<file path="config.mk">
export PLATFORM = sky130hd
export DESIGN_NAME = sad_accumulator
export DESIGN_NICKNAME = d
export VERILOG_FILES = /design/src/rtl/sad_pkg.sv /design/src/rtl/sad_sample_counter.sv /design/src/rtl/sad_accumulator.sv
export SDC_FILE = /design/constraint.sdc
export NUM_CORES = 1
export LEC_CHECK = 0
export CAP_MARGIN = 20
export CORE_ASPECT_RATIO = 0.6
export CORE_MARGIN = 2
export CORE_UTILIZATION = 40
export CTS_BUF_LIST = sky130_fd_sc_hd__clkbuf_8 sky130_fd_sc_hd__clkbuf_16
export DETAILED_ROUTE_END_ITERATION = 16
export PLACE_DENSITY = 0.66
export SLEW_MARGIN = 5
export SYNTH_ARGS = -nofsm -noshare
export SYNTH_HDL_FRONTEND = slang
export SYNTH_HIERARCHICAL = 1
export SYNTH_SLANG_ARGS = --single-unit
</file>
<file path="constraint.sdc">
create_clock -name clk -period 2 [get_ports clk]
set_input_delay 0.4 -clock clk [delete_from_list [all_inputs] [get_ports clk]]
set_output_delay 0.4 -clock clk [all_outputs]
set_load 0.05 [all_outputs]
</file>
<file path="src/rtl/sad_pkg.sv">
// Shared definitions for the SAD accumulator: state encoding, sample width
// and the counter width helper.
package sad_pkg;

  typedef enum logic {
    ST_ACCUM = 1'b0,
    ST_HOLD  = 1'b1
  } sad_state_e;

  localparam int DIFF_W = 4;

  // Width of the in-frame sample counter; a frame of n samples counts 0..n-1.
  function automatic int cnt_w(input int n);
    return (n < 2) ? 1 : $clog2(n);
  endfunction

endpackage

</file>
<file path="src/rtl/sad_sample_counter.sv">
// Counts accepted samples within a frame and flags the last one.
module sad_sample_counter
  import sad_pkg::*;
#(
  parameter int N_SAMPLES = 8,
  localparam int CNT_W = cnt_w(N_SAMPLES)
) (
  input  logic             clk,
  input  logic             rst_n,
  input  logic             clr,
  input  logic             accept,
  output logic [CNT_W-1:0] cnt,
  output logic             last
);

  assign last = (cnt == CNT_W'(N_SAMPLES - 1));

  always_ff @(posedge clk) begin
    if (!rst_n) begin
      cnt <= '0;
    end else if (clr) begin
      cnt <= '0;
    end else if (accept) begin
      cnt <= last ? '0 : cnt + 1'b1;
    end
  end

endmodule

</file>
<file path="src/rtl/sad_accumulator.sv">
// Sum-of-absolute-differences frame accumulator with valid/ready in and out.
// Define SAD_SATURATE_EN to clamp the running sum instead of wrapping it.
module sad_accumulator
  import sad_pkg::*;
#(
  parameter int N_SAMPLES = 8,
  parameter int ACC_W     = 8
) (
  input  logic              clk,
  input  logic              rst_n,
  input  logic              clr,
  input  logic              diff_valid,
  output logic              diff_ready,
  input  logic [DIFF_W-1:0] abs_diff,
  output logic              sum_valid,
  input  logic              sum_ready,
  output logic [ACC_W-1:0]  sad_sum,
  output logic              sad_sat
);

  localparam int CNT_W = cnt_w(N_SAMPLES);

  // Handshakes: a transfer happens on a rising edge where valid and ready are
  // both high; ready never depends on the partner's valid, and a raised valid
  // holds its data until that transfer (or reset).
  sad_state_e       state;
  sad_state_e       state_next;
  logic [CNT_W-1:0] cnt;
  logic             last;
  logic             clr_accum;
  logic             take;
  logic [ACC_W-1:0] acc;
  logic [ACC_W-1:0] sum_next;

  assign clr_accum = clr && (state == ST_ACCUM);
  assign take      = diff_valid && diff_ready && !clr_accum;

  sad_sample_counter #(
    .N_SAMPLES(N_SAMPLES)
  ) u_counter (
    .clk   (clk),
    .rst_n (rst_n),
    .clr   (clr_accum),
    .accept(take),
    .cnt   (cnt),
    .last  (last)
  );

  always_ff @(posedge clk) begin
    if (!rst_n) begin
      state <= ST_ACCUM;
    end else begin
      state <= state_next;
    end
  end

  always_comb begin
    state_next = state;
    case (state)
      ST_ACCUM: if (take && last) state_next = ST_HOLD;
      ST_HOLD:  if (sum_ready)    state_next = ST_ACCUM;
      default:  state_next = ST_ACCUM;
    endcase
  end

  always_comb begin
    diff_ready = (state == ST_ACCUM);
    sum_valid  = (state == ST_HOLD);
  end

`ifdef SAD_SATURATE_EN
  logic [ACC_W:0] wide_sum;
  logic           clamp_now;
  logic           sat_flag;

  assign wide_sum  = {1'b0, acc} + (ACC_W + 1)'(abs_diff);
  assign clamp_now = wide_sum[ACC_W];
  assign sum_next  = clamp_now ? '1 : wide_sum[ACC_W-1:0];

  // Remembers any clamp seen earlier in the current frame.
  always_ff @(posedge clk) begin
    if (!rst_n) begin
      sat_flag <= 1'b0;
      sad_sat  <= 1'b0;
    end else if (clr_accum) begin
      sat_flag <= 1'b0;
    end else if (take) begin
      if (last) begin
        sat_flag <= 1'b0;
        sad_sat  <= sat_flag | clamp_now;
      end else begin
        sat_flag <= sat_flag | clamp_now;
      end
    end
  end
`else
  assign sum_next = acc + ACC_W'(abs_diff);
  assign sad_sat  = 1'b0;
`endif

  always_ff @(posedge clk) begin
    if (!rst_n) begin
      acc     <= '0;
      sad_sum <= '0;
    end else if (clr_accum) begin
      acc <= '0;
    end else if (take) begin
      if (last) begin
        acc     <= '0;
        sad_sum <= sum_next;
      end else begin
        acc <= sum_next;
      end
    end
  end

endmodule

</file>
=== Yosys cells after proc, flatten, opt, wreduce, memory -nomap -nowiden ===
Index checks and enable logic that the tools add are counted.

* Flip-flop bits (word level): 20
* Latch bits: 0
* Memory bits (writable): 0
* ROM bits: 0
* Input bits: 9
* Logic and storage cells: 22
* Memories: 0

* Add/sub/neg operators: 2
* Multiply operators: 0
* Divide/modulo/power cells: 0
* Magnitude comparators: 0
* Equality and inequality tests: 1
* Shift operators: 0
* Mux-type cells: 5
* Bitwise logic cells: 3
* Reductions and logical operators: 7

{| class="wikitable"
|+ Operators by type and width
! operator !! number
|-
| 8-bit by 4-bit adder with 8-bit output || 1
|-
| 8-bit 2-to-1 mux || 1
|-
| 1-bit logical AND || 4
|-
| 3-bit by 1-bit adder with 3-bit output (second input constant) || 1
|-
| 3-bit == test (second input constant) || 1
|-
| 3-bit 2-to-1 mux || 1
|-
| 1-bit NOT || 3
|-
| 3-bit AND reduction || 1
|-
| 1-bit 2-to-1 mux || 2
|-
| 1-bit one-hot mux with 2 select lines || 1
|-
| 2-bit OR reduction || 1
|-
| 1-bit logical NOT || 1
|}

=== Logic depth before layout (Yosys ltp) ===
* Word-level depth: 7
* Depth in mapped cells: 7
* Gate-level depth less buffers: 6

=== Cells and area by module ===
Netlist, hierarchy kept.

{| class="wikitable"
|+ Modules (own cells, without submodules)
! module !! instances !! cells each !! area each (µm²) !! seq. area each (µm²)
|-
| sad_accumulator || 1 || 117 || 977.2 || 340.3
|-
| sad_sample_counter || 1 || 13 || 142.6 || 60.1
|}

=== Worst setup path after synthesis ===
Ideal clock, no wire load.

* Kind: input -> register
* Start point: in abs_diff[0]
* End point: reg acc[6]
* Setup time: 0.101 ns
* Arrival time: 1.801 ns
* Setup slack: 0.098 ns
* Stages on the path: 6
* Buffers on the path: 0
* Cell sequence: ha_1 -> fa_1 -> a211o_1 -> o2111ai_1 -> xor2_1 -> o41ai_1

* Word-level cells in the longest chain between the ends: 2

{| class="wikitable"
|+ Ends and longest elaborated chain
! item !! RTL line !! RTL
|-
| start: declaration || sad_accumulator.sv:14 || <nowiki>input logic [DIFF_W-1:0] abs_diff,</nowiki>
|-
| 8-bit by 4-bit adder with 8-bit output || sad_accumulator.sv:97 || <nowiki>assign sum_next = acc + ACC_W'(abs_diff);</nowiki>
|-
| 8-bit 2-to-1 mux || sad_accumulator.sv:108 || <nowiki>if (last) begin</nowiki>
|-
| end signal: assignment || sad_accumulator.sv:112 || <nowiki>acc <= sum_next;</nowiki>
|-
| end: declaration || sad_accumulator.sv:32 || <nowiki>logic [ACC_W-1:0] acc;</nowiki>
|}

Every way passes these cells.
A chain may end at the register's enable or synchronous reset.

=== Worst setup path in the final report ===
* Start point: in abs_diff[2]
* End point: reg sad_sum[4]

* Word-level cells in the longest chain between the ends: 1

{| class="wikitable"
|+ Ends and longest elaborated chain
! item !! RTL line !! RTL
|-
| 8-bit by 4-bit adder with 8-bit output || sad_accumulator.sv:97 ||
|-
| end signal: assignment || sad_accumulator.sv:110 || <nowiki>sad_sum <= sum_next;</nowiki>
|-
| end: declaration || sad_accumulator.sv:17 || <nowiki>output logic [ACC_W-1:0] sad_sum,</nowiki>
|}

Every way passes these cells.

==> results by group <==
Status
  – Result of the run: finished clean

Synth
  – Number of flops mapped to enable cells by yosys: 0
  – Area leader, netlist: dfxtp_1
  – Number of standard cells after synthesis: 130
  – Net count of the mapped netlist: 146
  – Sequential element share of the synthesized area: 0.358
  – Most repeated cell in the gate-level netlist after synthesis: dfxtp_1
  – Area of the mapped netlist: 1120 um2
  – Synth Flop Type: dfxtp_1
  – Top-area cell type share of the netlist area: 0.358
  – Most frequent cells after synthesis: 20 x dfxtp_1, 11 x a21oi_1, 10 x nand2_1
  – Share of flip-flops with an asynchronous set or reset after synthesis: 0
  – Top area cells in the synthesized netlist: dfxtp_1 36%, ha_1 6.7%, a21oi_1 4.9%
  – Synthesized area per cell: 8.61 um2
  – Flip-flop and latch count after synthesis: 20
  – Number of different library cells in the post-synthesis netlist: 46
  – Number of warnings printed during yosys synthesis: 6

Finish
  – # diodes: 0
  – Fraction of layout cells with a size suffix above 1: 0.215
  – Total non-filler cell area in the finished layout: 1540 um2
  – Signed area change from the synthesized netlist to the final layout: 37.5%
  – Post-layout net count: 181
  – Count of fill cells added during filler insertion: 225

Floorplanning
  – Core Region: 2570 um2
  – Initial Util: 0.435
  – Overall die height: 45.0 um
  – I/O pin cnt: 20
  – Row count: 14
  – Total Die Area: 3250 um2
  – Die Width: 72.3 um

Timing
  – Relative slew slack: 0.665
  – Number of max-slew violations in the final report: 0
  – Slew at the pin closest to its max-slew limit: 0.502 ns
  – Maximum clock frequency: 521 MHz
  – Number of failing setup endpoints in the final timing report: 0
  – Post-route fraction of the period consumed by the critical path: 0.960
  – Number of hold-slack violations in the final timing report: 0
  – Setup skew after layout: 0.00522 ns
  – Total Negative Setup Slacks: 0 ns
  – Final min period: 1.92 ns
  – RSZ-0062 raised after global routing: no

Critical path
  – Crit path DAT: 2.12 ns
  – CP startpoint: abs_diff[2]
  – Critical path start-end classification: in -> reg
  – Startpoint Class: input pin
  – Critical R2R Launch: acc[0]
  – Critical path cell sequence: clkdlybuf4s50_1 -> ha_4 -> a21o_1 -> a21oi_1 -> or4b_2 -> nand3_1
  – Setup crit end kind: register
  – Largest fanout on the critical path: 6
  – Cell with the biggest individual delay on the critical path: or4b_2
  – Data required time at the worst endpoint: 2.20 ns
  – Crit-path max cell delay: 0.63 ns

CTS
  – CTS clk-pin slew, worst paths: 0.07 ns
  – Cts hold-fix bufs: 0
  – Clock tree from TritonCTS: built
  – Library cell used as clock root buffer: clkbuf_8
  – Maximum buffer depth of the clock tree: 2
  – H-tree levels: 1
  – Number of buffers created by CTS: 3
  – Number of sinks on the clock net: 20
  – Clock latency at the later pin of the worst-skew pair: 0.25 ns

Power and ir drop
  – Net Sw Power: 0.000176 W
  – Internal power consumption: 0.000591 W
  – Power Dens Cells: 498 nW/um2
  – Largest vdd supply drop: 0.286 mV
  – Leakage power total: 0.604 nW
  – Part of the power in combinational logic: 0.136
  – Switching Fraction: 0.230
  – Sequential share of power: 0.527
  – Part of the total power dissipated in the clock network: 0.337

Place
  – Placed cell areas: 1440 um2
  – Total of buffers placed on input and output ports: 18
  – Final estimated routing congestion in global placement: 0.759
  – Detail Placement HPWL: 1980 um

Route
  – Routed via count: 1,049
  – Via-per-instance ratio: 5.38
  – DRC marker count from the first detailed-route iteration: 61
  – Post-route ant nets: 0
  – Drt drc: 0
  – Final routed wirelength across all metal layers: 2620 um
  – Number of optimization iterations in the first detailed-route pass: 4
  – Routed wire length per instance: 13.4 um

Global route
  – Pin count of the biggest net entering global routing: 12
  – Antenna violations before repair: 0
  – Wire length of the first global-routing pass: 4660 um
  – Number of global-route vias before repair: 1,080
  – Total GRT Usage: 0.186
  – Leftover overflow at the end of global routing: 0

Hold path
  – Hold Startpoint: sad_sum[1]
  – Class of the tightest hold or removal check: reg -> reg

Run
  – Max-cap viol count: 0
[kinds of logic after synthesis]
family | count (synthesis) | synth area share
xor+xnor | 3 | 0.0235
simple gates | 47 | 0.232
compound gates | 34 | 0.206
flops | 20 | 0.358
fa+ha+maj | 7 | 0.0849
buf+inv | 14 | 0.0570
other cells | 1 | 0.00335
mux | 4 | 0.0358
[registers in the layout (all words and copies together), names as in the netlist]
name / flops
acc: 8
sad_sum: 8
u_counter/cnt: 3
sum_valid: 1
[worst max-delay path, delay by kind of cell]
family,cells,cell delay (ns)
buffers and inverters,1,0.44
AND/OR/NAND/NOR,2,0.73
adder cells (fa/ha/maj),1,0.31
AO/OA/AOI/OAI,2,0.23
[per-layer routing]
metal	vias up	GRT usage	part of all wire
li1	534	-	-
met1	494	0.239	0.51
met2	19	0.319	0.43
met3	2	0.0580	0.052
met4	0	0.0302	0.0046
met5	-	0	0
[metrics by stage]
| stage | hold slack (ns) | setup slack [ns] | utilization | cells | power, W |
|---|---|---|---|---|---|
| 2_1_floorplan | 0.436 | 0.0979 | - | 130 | 0.000466 |
| 3_3_place_gp | 0.450 | -0.339 | 0.560 | 190 | 0.000508 |
| 3_5_place_dp | 0.459 | -0.387 | 0.560 | 190 | 0.000510 |
| 4_1_cts | 0.470 | 0.00211 | 0.587 | 195 | 0.000769 |
| 5_1_grt | 0.486 | 0.0249 | 0.598 | 195 | 0.000804 |
| 6_report | 0.465 | 0.0806 | 0.598 | 195 | 0.000767 |
[placed cells by master (no fill, tap or decap), types with 2 or more instances in the layout]
master	n
clkbuf_8	3
or4_1	2
nand2b_1	3
ha_1	3
clkdlybuf4s50_1	16
xnor2_1	2
inv_1	4
dfxtp_1	20
a211o_1	2
or3b_1	2
nand2_1	10
nor3_1	4
buf_4	22
nor2_1	8
nand3_1	5
a21boi_0	2
nand4_1	2
a21oi_1	11
ha_4	2
o21ai_0	4
nor3b_1	2
mux2i_1	4
and2_1	2
[power by group through the flow]
| stage | sequential [W] | combinational, W | clock, W |
|---|---|---|---|
| floorplan | 0.000412 | 0.0000541 | 0 |
| global placement | 0.000412 | 0.0000962 | 0 |
| detailed placement | 0.000412 | 0.0000974 | 0 |
| CTS | 0.000403 | 0.0000997 | 0.000267 |
| global route | 0.000404 | 0.000114 | 0.000286 |
| finish | 0.000404 | 0.000105 | 0.000258 |
[cell type report]
cell class | instances | area (um2) | share of cell area
Inverter | 4 | 15.0 | 0.00975
Multi-Input combinational cell | 96 | 697 | 0.452
Timing Repair Buffer | 40 | 347 | 0.225
Clock buffer | 3 | 41.3 | 0.0268
Sequential cell | 20 | 400 | 0.260
Tap cell | 32 | 40.0 | 0.0260
[path summary, 6_finish.rpt]
kind | cells after the start | slack (ns) | end
worst min-delay path | 2 | 0.46 | sad_sum[1]
worst max-delay path | 6 | 0.08 | sad_sum[4]
worst max register to register | 6 | 0.17 | acc[6]
worst min register to register | 2 | 0.46 | sad_sum[1]
[timing repair]
action	4_1_cts	5_1_grt
setup buffers	2	0
setup endpoints to repair	5	2
resized for setup	5	5
pin swaps	5	1
Power figures use the tool's default switching activity.
